`src/rtl/ovl_fire_pkg.sv`:
```
`default_nettype none
// ============================================================================
//  Module   : ovl_fire_pkg
//  Brief    : Shared helpers, report record and FSM encoding for the OVL
//             fire collector.
//  Revision : 1.0  initial release
// ============================================================================
package ovl_fire_pkg;

    function automatic int clog2(input int value);
        int result;
        result = 0;
        for (int i = 0; i < 31; i++) begin
            if ((1 << i) < value) begin
                result = i + 1;
            end
        end
        return result;
    endfunction

    localparam int DEF_IDX_WIDTH = 3;
    localparam int DEF_TS_WIDTH  = 32;

    // Report record at the default configuration (8 checkers, 32-bit stamp).
    typedef struct packed {
        logic [DEF_IDX_WIDTH-1:0] idx;
        logic [DEF_TS_WIDTH-1:0]  ts;
    } rpt_rec_t;

    typedef enum logic [0:0] {
        ST_IDLE    = 1'b0,
        ST_PRESENT = 1'b1
    } rpt_state_e;

endpackage
`default_nettype wire

```
`src/rtl/ovl_fire_collector_if.sv`:
```
`default_nettype none
// ============================================================================
//  Module   : ovl_fire_collector_if
//  Brief    : Valid/ready report stream carrying checker index and timestamp.
//  Revision : 1.0  initial release
// ============================================================================
interface ovl_fire_collector_if
    import ovl_fire_pkg::*;
#(
    parameter int NUM_CHECKERS = 8,
    parameter int TS_WIDTH     = 32
);
    localparam int IDX_W = clog2(NUM_CHECKERS);

    logic                rpt_valid;
    logic                rpt_ready;
    logic [IDX_W-1:0]    rpt_idx;
    logic [TS_WIDTH-1:0] rpt_time;

    modport master (output rpt_valid, output rpt_idx, output rpt_time, input  rpt_ready);
    modport slave  (input  rpt_valid, input  rpt_idx, input  rpt_time, output rpt_ready);

endinterface
`default_nettype wire

```
`src/rtl/ovl_rr_arbiter.sv`:
```
`default_nettype none
// ============================================================================
//  Module   : ovl_rr_arbiter
//  Brief    : Combinational round-robin pick of the lowest request at or
//             above the pointer, wrapping around.
//  Revision : 1.0  initial release
// ============================================================================
module ovl_rr_arbiter
    import ovl_fire_pkg::*;
#(
    parameter  int N  = 8,
    localparam int IW = clog2(N)
) (
    input  logic [N-1:0]  req,
    input  logic [IW-1:0] ptr,
    output logic          gnt_valid,
    output logic [N-1:0]  gnt,
    output logic [IW-1:0] gnt_idx
);

    logic [IW-1:0] w_pos;

    always_comb begin
        gnt_valid = 1'b0;
        gnt       = '0;
        gnt_idx   = '0;
        w_pos     = '0;
        for (int k = 0; k < N; k++) begin
            w_pos = IW'((int'(ptr) + k) % N);
            if (!gnt_valid && req[w_pos]) begin
                gnt_valid    = 1'b1;
                gnt[w_pos]   = 1'b1;
                gnt_idx      = w_pos;
            end
        end
    end

endmodule
`default_nettype wire

```
`src/rtl/ovl_fire_collector.sv`:
```
`default_nettype none
// ============================================================================
//  Module   : ovl_fire_collector
//  Brief    : Serialises per-checker fire pulses into a timestamped report
//             stream; keeps fire/drop counts, first failure, fatal, budget.
//  Revision : 1.0  initial release
// ============================================================================
module ovl_fire_collector
    import ovl_fire_pkg::*;
#(
    parameter  int                      NUM_CHECKERS = 8,
    parameter  int                      CNT_WIDTH    = 16,
    parameter  int                      TS_WIDTH     = 32,
    parameter  int                      MAX_REPORT   = 16,
    parameter  logic [NUM_CHECKERS-1:0] FATAL_MASK   = '0,
    localparam int                      IDX_W        = clog2(NUM_CHECKERS)
) (
    input  logic                    clk,
    input  logic                    reset_n,
    input  logic                    enable,
    input  logic                    clear,
    input  logic [NUM_CHECKERS-1:0] fire,
    ovl_fire_collector_if.master    rpt,
    output logic [CNT_WIDTH-1:0]    fire_count,
    output logic [CNT_WIDTH-1:0]    drop_count,
    output logic                    first_valid,
    output logic [IDX_W-1:0]        first_idx,
    output logic                    fatal,
    output logic                    budget_done
);

    localparam int RC_W  = (clog2(MAX_REPORT + 1) < 1) ? 1 : clog2(MAX_REPORT + 1);
    localparam int SUM_W = CNT_WIDTH + IDX_W + 1;

    localparam logic [IDX_W-1:0]    C_LAST_IDX = IDX_W'(NUM_CHECKERS - 1);
    localparam logic [IDX_W-1:0]    C_ONE_IDX  = IDX_W'(1);
    localparam logic [IDX_W:0]      C_ONE_POP  = (IDX_W + 1)'(1);
    localparam logic [RC_W-1:0]     C_ONE_RC   = RC_W'(1);
    localparam logic [RC_W-1:0]     C_MAX_RC   = RC_W'(MAX_REPORT);
    localparam logic [TS_WIDTH-1:0] C_ONE_TS   = TS_WIDTH'(1);

    typedef struct packed {
        logic [IDX_W-1:0]    idx;
        logic [TS_WIDTH-1:0] ts;
    } rec_t;

    rpt_state_e              state_q, state_d;
    rec_t                    rpt_q, rpt_d;
    logic [TS_WIDTH-1:0]     ts_q, ts_d;
    logic [TS_WIDTH-1:0]     ts_reg_q [NUM_CHECKERS];
    logic [TS_WIDTH-1:0]     ts_reg_d [NUM_CHECKERS];
    logic [NUM_CHECKERS-1:0] pending_q, pending_d;
    logic [IDX_W-1:0]        rr_ptr_q, rr_ptr_d;
    logic [RC_W-1:0]         rpt_cnt_q, rpt_cnt_d;
    logic [CNT_WIDTH-1:0]    fire_count_q, fire_count_d;
    logic [CNT_WIDTH-1:0]    drop_count_q, drop_count_d;
    logic                    first_valid_q, first_valid_d;
    logic [IDX_W-1:0]        first_idx_q, first_idx_d;
    logic                    fatal_q, fatal_d;
    logic                    budget_done_q, budget_done_d;

    logic [NUM_CHECKERS-1:0] w_sampled;
    logic                    w_accept;
    logic [NUM_CHECKERS-1:0] w_pending_nxt;
    logic [TS_WIDTH-1:0]     w_ts_reg_nxt [NUM_CHECKERS];
    logic [IDX_W:0]          w_fire_pop;
    logic [IDX_W:0]          w_drop_pop;
    logic [SUM_W-1:0]        w_fire_sum;
    logic [SUM_W-1:0]        w_drop_sum;
    logic [IDX_W-1:0]        w_low_idx;
    logic [TS_WIDTH-1:0]     w_gnt_ts;
    logic                    w_gnt_valid;
    logic [NUM_CHECKERS-1:0] w_gnt_onehot;
    logic [IDX_W-1:0]        w_gnt_idx;

    // Arbitrating over next-cycle pending lets a fire at t be presented at t+1.
    ovl_rr_arbiter #(
        .N (NUM_CHECKERS)
    ) u_arb (
        .req       (w_pending_nxt),
        .ptr       (rr_ptr_q),
        .gnt_valid (w_gnt_valid),
        .gnt       (w_gnt_onehot),
        .gnt_idx   (w_gnt_idx)
    );

    always_comb begin
        w_sampled     = enable ? fire : '0;
        w_accept      = (state_q == ST_PRESENT) && rpt.rpt_ready;
        w_pending_nxt = pending_q;
        w_ts_reg_nxt  = ts_reg_q;
        w_fire_pop    = '0;
        w_drop_pop    = '0;
        w_low_idx     = '0;

        if (w_accept) begin
            w_pending_nxt[rpt_q.idx] = 1'b0;
        end
        for (int i = 0; i < NUM_CHECKERS; i++) begin
            if (w_sampled[i]) begin
                w_fire_pop = w_fire_pop + C_ONE_POP;
                // A refire on the entry being accepted starts a fresh report.
                if (!pending_q[i] || (w_accept && (rpt_q.idx == IDX_W'(i)))) begin
                    w_pending_nxt[i] = 1'b1;
                    w_ts_reg_nxt[i]  = ts_q;
                end else begin
                    w_drop_pop = w_drop_pop + C_ONE_POP;
                end
            end
        end
        for (int i = NUM_CHECKERS - 1; i >= 0; i--) begin
            if (w_sampled[i]) begin
                w_low_idx = IDX_W'(i);
            end
        end

        w_fire_sum   = SUM_W'(fire_count_q) + SUM_W'(w_fire_pop);
        w_drop_sum   = SUM_W'(drop_count_q) + SUM_W'(w_drop_pop);
        fire_count_d = (|w_fire_sum[SUM_W-1:CNT_WIDTH]) ? '1 : w_fire_sum[CNT_WIDTH-1:0];
        drop_count_d = (|w_drop_sum[SUM_W-1:CNT_WIDTH]) ? '1 : w_drop_sum[CNT_WIDTH-1:0];

        ts_d          = ts_q + C_ONE_TS;
        pending_d     = w_pending_nxt;
        ts_reg_d      = w_ts_reg_nxt;
        first_valid_d = first_valid_q;
        first_idx_d   = first_idx_q;
        if (!first_valid_q && (w_sampled != '0)) begin
            first_valid_d = 1'b1;
            first_idx_d   = w_low_idx;
        end
        fatal_d = fatal_q | (|(w_sampled & FATAL_MASK));

        w_gnt_ts = '0;
        for (int i = 0; i < NUM_CHECKERS; i++) begin
            w_gnt_ts = w_gnt_ts | (w_ts_reg_nxt[i] & {TS_WIDTH{w_gnt_onehot[i]}});
        end

        state_d       = state_q;
        rpt_d         = rpt_q;
        rr_ptr_d      = rr_ptr_q;
        rpt_cnt_d     = rpt_cnt_q;
        budget_done_d = budget_done_q;
        case (state_q)
            ST_IDLE: begin
                if (w_gnt_valid && !budget_done_q) begin
                    state_d   = ST_PRESENT;
                    rpt_d.idx = w_gnt_idx;
                    rpt_d.ts  = w_gnt_ts;
                end
            end
            ST_PRESENT: begin
                if (w_accept) begin
                    state_d  = ST_IDLE;
                    rr_ptr_d = (rpt_q.idx == C_LAST_IDX) ? '0 : rpt_q.idx + C_ONE_IDX;
                    if (MAX_REPORT != 0) begin
                        rpt_cnt_d = rpt_cnt_q + C_ONE_RC;
                        if (rpt_cnt_d == C_MAX_RC) begin
                            budget_done_d = 1'b1;
                        end
                    end
                end
            end
            default: state_d = ST_IDLE;
        endcase

        // Clear overrides fire and accept in the same cycle; the timestamp runs on.
        if (clear) begin
            pending_d     = '0;
            fire_count_d  = '0;
            drop_count_d  = '0;
            first_valid_d = 1'b0;
            first_idx_d   = '0;
            fatal_d       = 1'b0;
            budget_done_d = 1'b0;
            rr_ptr_d      = '0;
            rpt_cnt_d     = '0;
            state_d       = ST_IDLE;
            rpt_d         = '0;
            for (int i = 0; i < NUM_CHECKERS; i++) begin
                ts_reg_d[i] = '0;
            end
        end
    end

    always_ff @(posedge clk or negedge reset_n) begin
        if (!reset_n) begin
            state_q       <= ST_IDLE;
            rpt_q         <= '0;
            ts_q          <= '0;
            pending_q     <= '0;
            rr_ptr_q      <= '0;
            rpt_cnt_q     <= '0;
            fire_count_q  <= '0;
            drop_count_q  <= '0;
            first_valid_q <= 1'b0;
            first_idx_q   <= '0;
            fatal_q       <= 1'b0;
            budget_done_q <= 1'b0;
            for (int i = 0; i < NUM_CHECKERS; i++) begin
                ts_reg_q[i] <= '0;
            end
        end else begin
            state_q       <= state_d;
            rpt_q         <= rpt_d;
            ts_q          <= ts_d;
            pending_q     <= pending_d;
            rr_ptr_q      <= rr_ptr_d;
            rpt_cnt_q     <= rpt_cnt_d;
            fire_count_q  <= fire_count_d;
            drop_count_q  <= drop_count_d;
            first_valid_q <= first_valid_d;
            first_idx_q   <= first_idx_d;
            fatal_q       <= fatal_d;
            budget_done_q <= budget_done_d;
            for (int i = 0; i < NUM_CHECKERS; i++) begin
                ts_reg_q[i] <= ts_reg_d[i];
            end
        end
    end

    assign rpt.rpt_valid = (state_q == ST_PRESENT);
    assign rpt.rpt_idx   = rpt_q.idx;
    assign rpt.rpt_time  = rpt_q.ts;
    assign fire_count    = fire_count_q;
    assign drop_count    = drop_count_q;
    assign first_valid   = first_valid_q;
    assign first_idx     = first_idx_q;
    assign fatal         = fatal_q;
    assign budget_done   = budget_done_q;

endmodule
`default_nettype wire

```
`src/flat_wrapper.sv`:
```
// flat-port wrapper written by rule: the top's interface ports become plain ports
module ovl_fire_collector_flat import ovl_fire_pkg::*;
#(
    parameter  int                      NUM_CHECKERS = 8,
    parameter  int                      CNT_WIDTH    = 16,
    parameter  int                      TS_WIDTH     = 32,
    parameter  int                      MAX_REPORT   = 16,
    parameter  logic [NUM_CHECKERS-1:0] FATAL_MASK   = '0,
    localparam int                      IDX_W        = clog2(NUM_CHECKERS)
)
  (clk, reset_n, enable, clear, fire, fire_count, drop_count, first_valid, first_idx, fatal, budget_done, rpt_rpt_valid, rpt_rpt_idx, rpt_rpt_time, rpt_rpt_ready);
  ovl_fire_collector_if #(.NUM_CHECKERS(NUM_CHECKERS), .TS_WIDTH(TS_WIDTH)) rpt_i ();
  input  logic clk;
  input  logic reset_n;
  input  logic enable;
  input  logic clear;
  input  logic [NUM_CHECKERS-1:0] fire;
  output logic [CNT_WIDTH-1:0] fire_count;
  output logic [CNT_WIDTH-1:0] drop_count;
  output logic first_valid;
  output logic [IDX_W-1:0] first_idx;
  output logic fatal;
  output logic budget_done;
  output wire logic [$bits(rpt_i.rpt_valid)-1:0] rpt_rpt_valid;
  output wire logic [$bits(rpt_i.rpt_idx)-1:0] rpt_rpt_idx;
  output wire logic [$bits(rpt_i.rpt_time)-1:0] rpt_rpt_time;
  input wire logic [$bits(rpt_i.rpt_ready)-1:0] rpt_rpt_ready;
  assign rpt_rpt_valid = rpt_i.rpt_valid;
  assign rpt_rpt_idx = rpt_i.rpt_idx;
  assign rpt_rpt_time = rpt_i.rpt_time;
  assign rpt_i.rpt_ready = rpt_rpt_ready;
  ovl_fire_collector #(.NUM_CHECKERS(NUM_CHECKERS), .CNT_WIDTH(CNT_WIDTH), .TS_WIDTH(TS_WIDTH), .MAX_REPORT(MAX_REPORT), .FATAL_MASK(FATAL_MASK)) u_core (.clk(clk), .reset_n(reset_n), .enable(enable), .clear(clear), .fire(fire), .rpt(rpt_i), .fire_count(fire_count), .drop_count(drop_count), .first_valid(first_valid), .first_idx(first_idx), .fatal(fatal), .budget_done(budget_done));
endmodule
```
`config.mk`:
```
export PLATFORM = sky130hd
export DESIGN_NAME = ovl_fire_collector_flat
export DESIGN_NICKNAME = d
export VERILOG_FILES = /design/src/rtl/ovl_fire_pkg.sv /design/src/rtl/ovl_fire_collector_if.sv /design/src/rtl/ovl_rr_arbiter.sv /design/src/rtl/ovl_fire_collector.sv /design/src/flat_wrapper.sv
export SDC_FILE = /design/constraint.sdc
export NUM_CORES = 1
export LEC_CHECK = 0
export CORE_ASPECT_RATIO = 1.25
export CORE_MARGIN = 2
export CORE_UTILIZATION = 56
export DETAILED_ROUTE_END_ITERATION = 10
export PLACE_DENSITY = 0.77
export SLEW_MARGIN = 10
export SYNTH_ARGS = -nofsm -noshare
export SYNTH_HDL_FRONTEND = slang
export SYNTH_SLANG_ARGS = --single-unit
```
`constraint.sdc`:
```
create_clock -name clk -period 5.88 [get_ports clk]
set_clock_uncertainty 0.05 [all_clocks]
set_input_delay 1.176 -clock clk [delete_from_list [all_inputs] [get_ports clk]]
set_output_delay 1.176 -clock clk [all_outputs]
set_load 0.01 [all_outputs]
```
After elaboration in Yosys (flattened, before gate mapping)
Cells that the tools add are included.
- bitwise operators: 25
- add/subtract/negate cells: 26
- order comparisons: 18
- mux-type cells: 152
- reduce and logical (&&, ||, !) cells: 64
- equality and inequality tests: 9
- operator list (cell ; number):
    two-way mux 32 bit ; 16
    bitwise AND 32 bit ; 8
    two-way mux 256 bit ; 1
    OR 32 bit ; 7
    two-way mux 35 bit ; 3
    two-way mux 8 bit ; 11
    two-way mux 4 bit ; 21
    two-way mux 3 bit ; 22
    two-way mux 16 bit ; 4
    OR 8 bit ; 7
    two-way mux 1 bit ; 53
    adder 4 x 1 -> 4 bit, second input constant ; 12
    < comparator 3 x 4 -> 1 bit, second input constant ; 9
    adder 16 x 4 -> 17 bit ; 2
    adder 32 x 1 -> 32 bit, second input constant ; 1
    demux 1 bit (select 3 bit) ; 9
    >= comparator 3 x 1 -> 1 bit, second input constant ; 9
    logical AND 1 bit ; 27
    binary-select mux 1 bit (select 3 bit) ; 8
    logical NOT 1 bit ; 17
    two-way mux 5 bit ; 3
    adder 3 bit, second input constant ; 4
    == test 3 bit, second input constant ; 4
    nonzero test 2 bit ; 5
    other kinds (18) ; 31
- output and inout bits: 74
- flip-flop bits (word level): 377
- logic and storage cells: 314
- bits of input ports: 13

Logic depth before layout (Yosys ltp)
- depth after elaboration: 44
- gate-level depth with buffers: 32
- depth with buffers taken out: 31

Cells and area by module
From an unflattened synthesis, not the netlist that was laid out.
- cells, all modules: 1867
- area, all modules: 19456.2 µm²
- by module, submodules not included (module ; times used ; cells an instance ; sequential area each (µm²) ; area each (µm²)):
    ovl_fire_collector ; 1 ; 1752 ; 9434.0 ; 18357.6
    ovl_rr_arbiter ; 1 ; 115 ; 0.0 ; 1098.6

Worst setup path after synthesis
Ideal clock, no wire load.
- path type: input-to-reg
- from: in rpt_rpt_ready
- to: reg u_core.drop_count_q[10] (netlist: u_core.drop_count[10])
- arrival time: 6439 ps
- cell stages on the path: 29
- path slack: -687 ps
- path buffers: 2
- setup time: 78 ps
- data required time: 5752 ps
- path through: buf_4 -> nand4b_1 -> and2_1 -> ha_1 -> nand2_1 -> a21boi_0 -> ha_1 -> mux2_2 -> ha_1 -> mux2_2 -> xor2_1 -> o21ai_0 -> ha_1 -> nor2_1 -> nor2_1 -> a22o_1 -> ha_1 -> mux2_2 -> inv_1 -> fa_1 -> nor2b_1 -> o21ai_0 -> nand2b_1 -> nand2_1 -> nor2_1 -> nand2_1 -> or3_1 -> clkbuf_1 -> a21oi_1
- word-level cells in the longest chain between the ends: 30
- elaborated cells on any way between the ends: 44
- those cells by class: add/sub (8); mux (18); reduce/logical (18)
- RTL lines (item ; RTL line ; text):
    start: declaration ; flat_wrapper.sv:27 ; input wire logic [$bits(rpt_i.rpt_ready)-1:0] rpt_rpt_ready;
    logical AND 1 bit * ; ovl_fire_collector.sv:89 ; w_accept = (state_q == ST_PRESENT) && rpt.rpt_ready;
    logical AND 1 bit ; ovl_fire_collector.sv:103 ; if (!pending_q[i] || (w_accept && (rpt_q.idx == IDX_W'(i)))) begin
    logical OR 1 bit ; ovl_fire_collector.sv:103 ;
    two-way mux 1 bit ; ovl_fire_collector.sv:103 ;
    two-way mux 1 bit ; ovl_fire_collector.sv:100 ; if (w_sampled[i]) begin
    adder 1 x 1 -> 2 bit ; ovl_fire_collector.sv:107 ; w_drop_pop = w_drop_pop + C_ONE_POP;
    two-way mux 4 bit ; ovl_fire_collector.sv:103 ;
    two-way mux 4 bit ; ovl_fire_collector.sv:100 ;
    [15 not listed] ; -- ;
    adder 4 x 1 -> 4 bit ; ovl_fire_collector.sv:107 ;
    two-way mux 4 bit ; ovl_fire_collector.sv:103 ;
    two-way mux 4 bit * ; ovl_fire_collector.sv:100 ;
    adder 16 x 4 -> 17 bit * ; ovl_fire_collector.sv:118 ; w_drop_sum = SUM_W'(drop_count_q) + SUM_W'(w_drop_pop);
    OR reduction 4 bit ; ovl_fire_collector.sv:120 ; drop_count_d = (|w_drop_sum[SUM_W-1:CNT_WIDTH]) ? '1 : w_drop_sum[CNT_WIDTH-1:0];
    two-way mux 16 bit * ; ovl_fire_collector.sv:120 ;
    two-way mux 16 bit * ; ovl_fire_collector.sv:167 ; if (clear) begin
    via u_core.drop_count_d[10] ; ovl_fire_collector.sv:56 ; logic [CNT_WIDTH-1:0] drop_count_q, drop_count_d;
    end signal: assignment ; ovl_fire_collector.sv:210 ; drop_count_q <= drop_count_d;
    end: declaration ; ovl_fire_collector.sv:56 ;
The timed path passes the listed nets; every way through them passes the cells marked *.
A chain may end at the register's enable or synchronous reset.

Worst setup path after layout
- from: in rpt_rpt_ready
- to: reg u_core.drop_count_q[0] (netlist: u_core.drop_count[0])
The elaborated chain is that of the path after synthesis.

==> out/metrics.cfg <==
[finish]
final_nets=2311
drive_above_1_share_pct=13.81
layout-area-overhead-vs-synth_pct=18.19
multi_input_area_mm2=0.01086
regArea_mm2=0.009435
fillers=2788
final_cell_mix=nor2_1, dfrtp_1, mux2i_1
finalNonFillerCells=2768
final_area_mm2=0.02445
layout_commonest_cell=nor2_1
n_antenna_cell=0

[route]
vias=17200
remaining_drc_errors=0
routedWlPerCell_um=21.81
dr.pass1.iters=5
viasPerCell=6.214
drtIter0Drc=1400
finalWirelength_um=60380
ant_nets=0

[logic_synthesis]
avgSynthCellArea_um2=9.591
synth-edff-count=0
synth_area_mm2=0.02069
synth_nets=2208
ys_seq_area_share_pct=45.60
synth_cell_types=80
postSynth.asyncResetShare_pct=100.0
yosysWarnings=0
synth_cells=2157
synth-seq-cells=377
ys.flop_type=dfrtp_1

[timing]
worstMarginPinSlew_ns=0.8993
slew_viol_final=0
setup-tns-final_ns=-0.1820
period_needed_ns=5.919
final-hold-violation-count=0
finalCritPeriodShare_pct=100.7
setup_viol=7
setup_ws_ns=-0.03925
max_freq_mhz=168.9
rsz0062_at_grt=true
slew_headroom_pct=40.05

[pwr]
power.total_mw=7.127
p_per_area_mw_per_mm2=291.5
p_leak_nw=11.46
peakVddDrop_uv=239.1

[clocking]
cts_sinks=377
cts_root_buf=clkbuf_16
clock_latency_ns=0.55
cts.clk_slew.worst_paths_ns=0.06
htree_levels=2
numCtsBuffers=38
cts_tree=yes
clk_path_buf_depth=3

[global_route]
antenna_found_initial=0
grt_overflow=0
grt_pass1_wl_um=94450
met3_usage_pct=4.106
grt_use_met1_pct=38.46
grt_max_degree=162
grt.busiest_layer=met2
track_usage_pct=31.12
use_met2_pct=53.94
grt_pass1_vias=17280

[critical_path]
timing.rr.start=u_core.rpt.rpt_idx[0]
cp-startpoint=rpt_rpt_ready
path_max_fanout=7
cp.required_ns=6.30
cp_slowest_cell=or3_4
cpPeakStageDelay_ns=0.42
cp-end-kind=flip-flop
crit_type=in -> reg
startpoint_type=primary input
crit_top_cell=nand2_2
cp.arrival_ns=6.34

[place]
gp_congestion=0.9700
place_inst=2679
dp_hpwl_um=37090
dpl_cell_area_mm2=0.02283
port_buffers=85

[floorplanning]
die_h_um=218.9
pin_count=87
die_w_um=175.9
fp-row-count=78
dieArea_mm2=0.03851
core_mm2=0.03640
start_util_pct=56.83

[job]
drv_cap=0

[run_status]
status=finished with violations
violations=setup timing

[worst_hold_path]
min_path_type=in -> async

## through the flow
step / hold slack [ns] / setup WS [ns] / utilization, %
6_report: 0.4571 / -0.03925 / 67.17
5_1_grt: 0.4780 / -0.2508 / 67.17
4_1_cts: 0.4584 / 0.01215 / 66.65
3_5_place_dp: 0.4448 / -1.065 / 62.72
3_3_place_gp: 0.4319 / -0.8558 / 62.72
2_1_floorplan: 0.4142 / -0.2302 / -
## metal layers
metal | up-vias | share of wire [%] | wire length [µm]
met5 | - | 0 | 0
met4 | 0 | 4.7 | 2840
met3 | 193 | 5.4 | 3272
met2 | 604 | 50 | 30240
met1 | 8614 | 40 | 24020
li1 | 7788 | - | -
## where the power goes
group          internal (mW)  switching [mW]  total, mW
registers               2.67          0.0567       2.72
clock network           1.38            1.04       2.41
logic                  0.726            1.26       1.99
## kinds of logic after synthesis
group                    share of synthesized area, %
multiplexers                                    13.22
adder cells (fa/ha/maj)                         2.419
AND/OR/NAND/NOR                                 15.88
XOR/XNOR                                        3.895
other                                         0.01813
AO/OA/AOI/OAI                                   14.49
buffers and inverters                           4.481
flip-flops                                      45.60
## cells in the mapped netlist (4+ instances only)
cell       count  area (µm²)
o21bai_1      32       240.2
ha_1          36       450.4
o21a_1        39       292.8
clkbuf_1     129       484.2
o211ai_1       5       37.54
nor2b_1       11       68.82
a41oi_1        7       61.31
dfrtp_1      377        9434
o21ai_0       24       120.1
or3_1          7       43.79
nand2b_1      42       262.8
o2111ai_1     34       297.8
o31ai_1       10       75.07
a211oi_1      44       330.3
o221ai_1      37       324.1
a22oi_1        5       37.54
and3_1        10       62.56
xnor2_1       59       516.8
buf_1         21       78.83
a21oi_1       68       340.3
mux2_2         8       90.09
and2_1         8       50.05
a21oi_2        4       35.03
nor2_1       415        1558
inv_1         64       240.2
nand4b_1       4       35.03
nand3b_1       4       30.03
a21o_1         8       60.06
nand4_1       13       81.33
nor4_1         4       25.02
nand3_1       45       225.2
nor3_1        70       350.3
buf_2         12       60.06
mux2i_1      253        2532
o22a_1        34       297.8
mux4_2         5       112.6
a31oi_1        8       50.05
nand2_1       99       371.6
xor2_1        33       289.0
## registers in the layout (all words and copies together) (netlist names)
signal,count
u_core.ts_q,32
u_core.rpt.rpt_time,32
u_core.rpt.rpt_idx,3
u_core.first_idx,3
u_core.pending_q,8
u_core.rr_ptr_q,3
u_core.rpt.rpt_valid,1
u_core.budget_done,1
u_core.ts_reg_q,256
u_core.rpt_cnt_q,5
u_core.drop_count,16
u_core.fire_count,16
u_core.first_valid,1
## final timing paths
path	to	slack, ns	cells after the start
min	u_core.drop_count[7]	0.46	1
max reg2reg	u_core.drop_count[0]	-0.03	30
max	u_core.drop_count[0]	-0.04	29
max in group asynchronous	u_core.ts_reg_q[80]	4.10	2
min in group clk	u_core.ts_reg_q[86]	0.46	2
min reg2reg	u_core.ts_reg_q[86]	0.46	2
## what timing repair did
| item | 4_1_cts | 5_1_grt |
|---|---|---|
| gates cloned | 1 | 1 |
| pin swaps | 26 | 32 |
| gates resized for setup | 32 | 37 |
| hold buffers | 0 | 0 |
| endpoints found under the setup margin | 32 | 32 |
| buffers inserted | 10 | 9 |
## final cells by class
| type | instances | area share (%) |
|---|---|---|
| Inverter | 66 | 1.013 |
| Clock buffer | 59 | 4.626 |
| Sequential cell | 377 | 38.59 |
| Multi-Input combinational cell | 1548 | 44.43 |
| Clock inverter | 9 | 0.3889 |
| Tap cell | 480 | 2.456 |
| Timing Repair Buffer | 229 | 8.500 |
## worst max-delay path: cells and delay by family
kind / cells / cell delay, ns
AND/OR/NAND/NOR: 10 / 1.44
adder cells (fa/ha/maj): 5 / 1.26
XOR/XNOR: 5 / 0.98
AO/OA/AOI/OAI: 6 / 0.81
multiplexers: 2 / 0.57
buffers and inverters: 1 / 0.08
No activity file was read; power rests on OpenSTA's default activity.
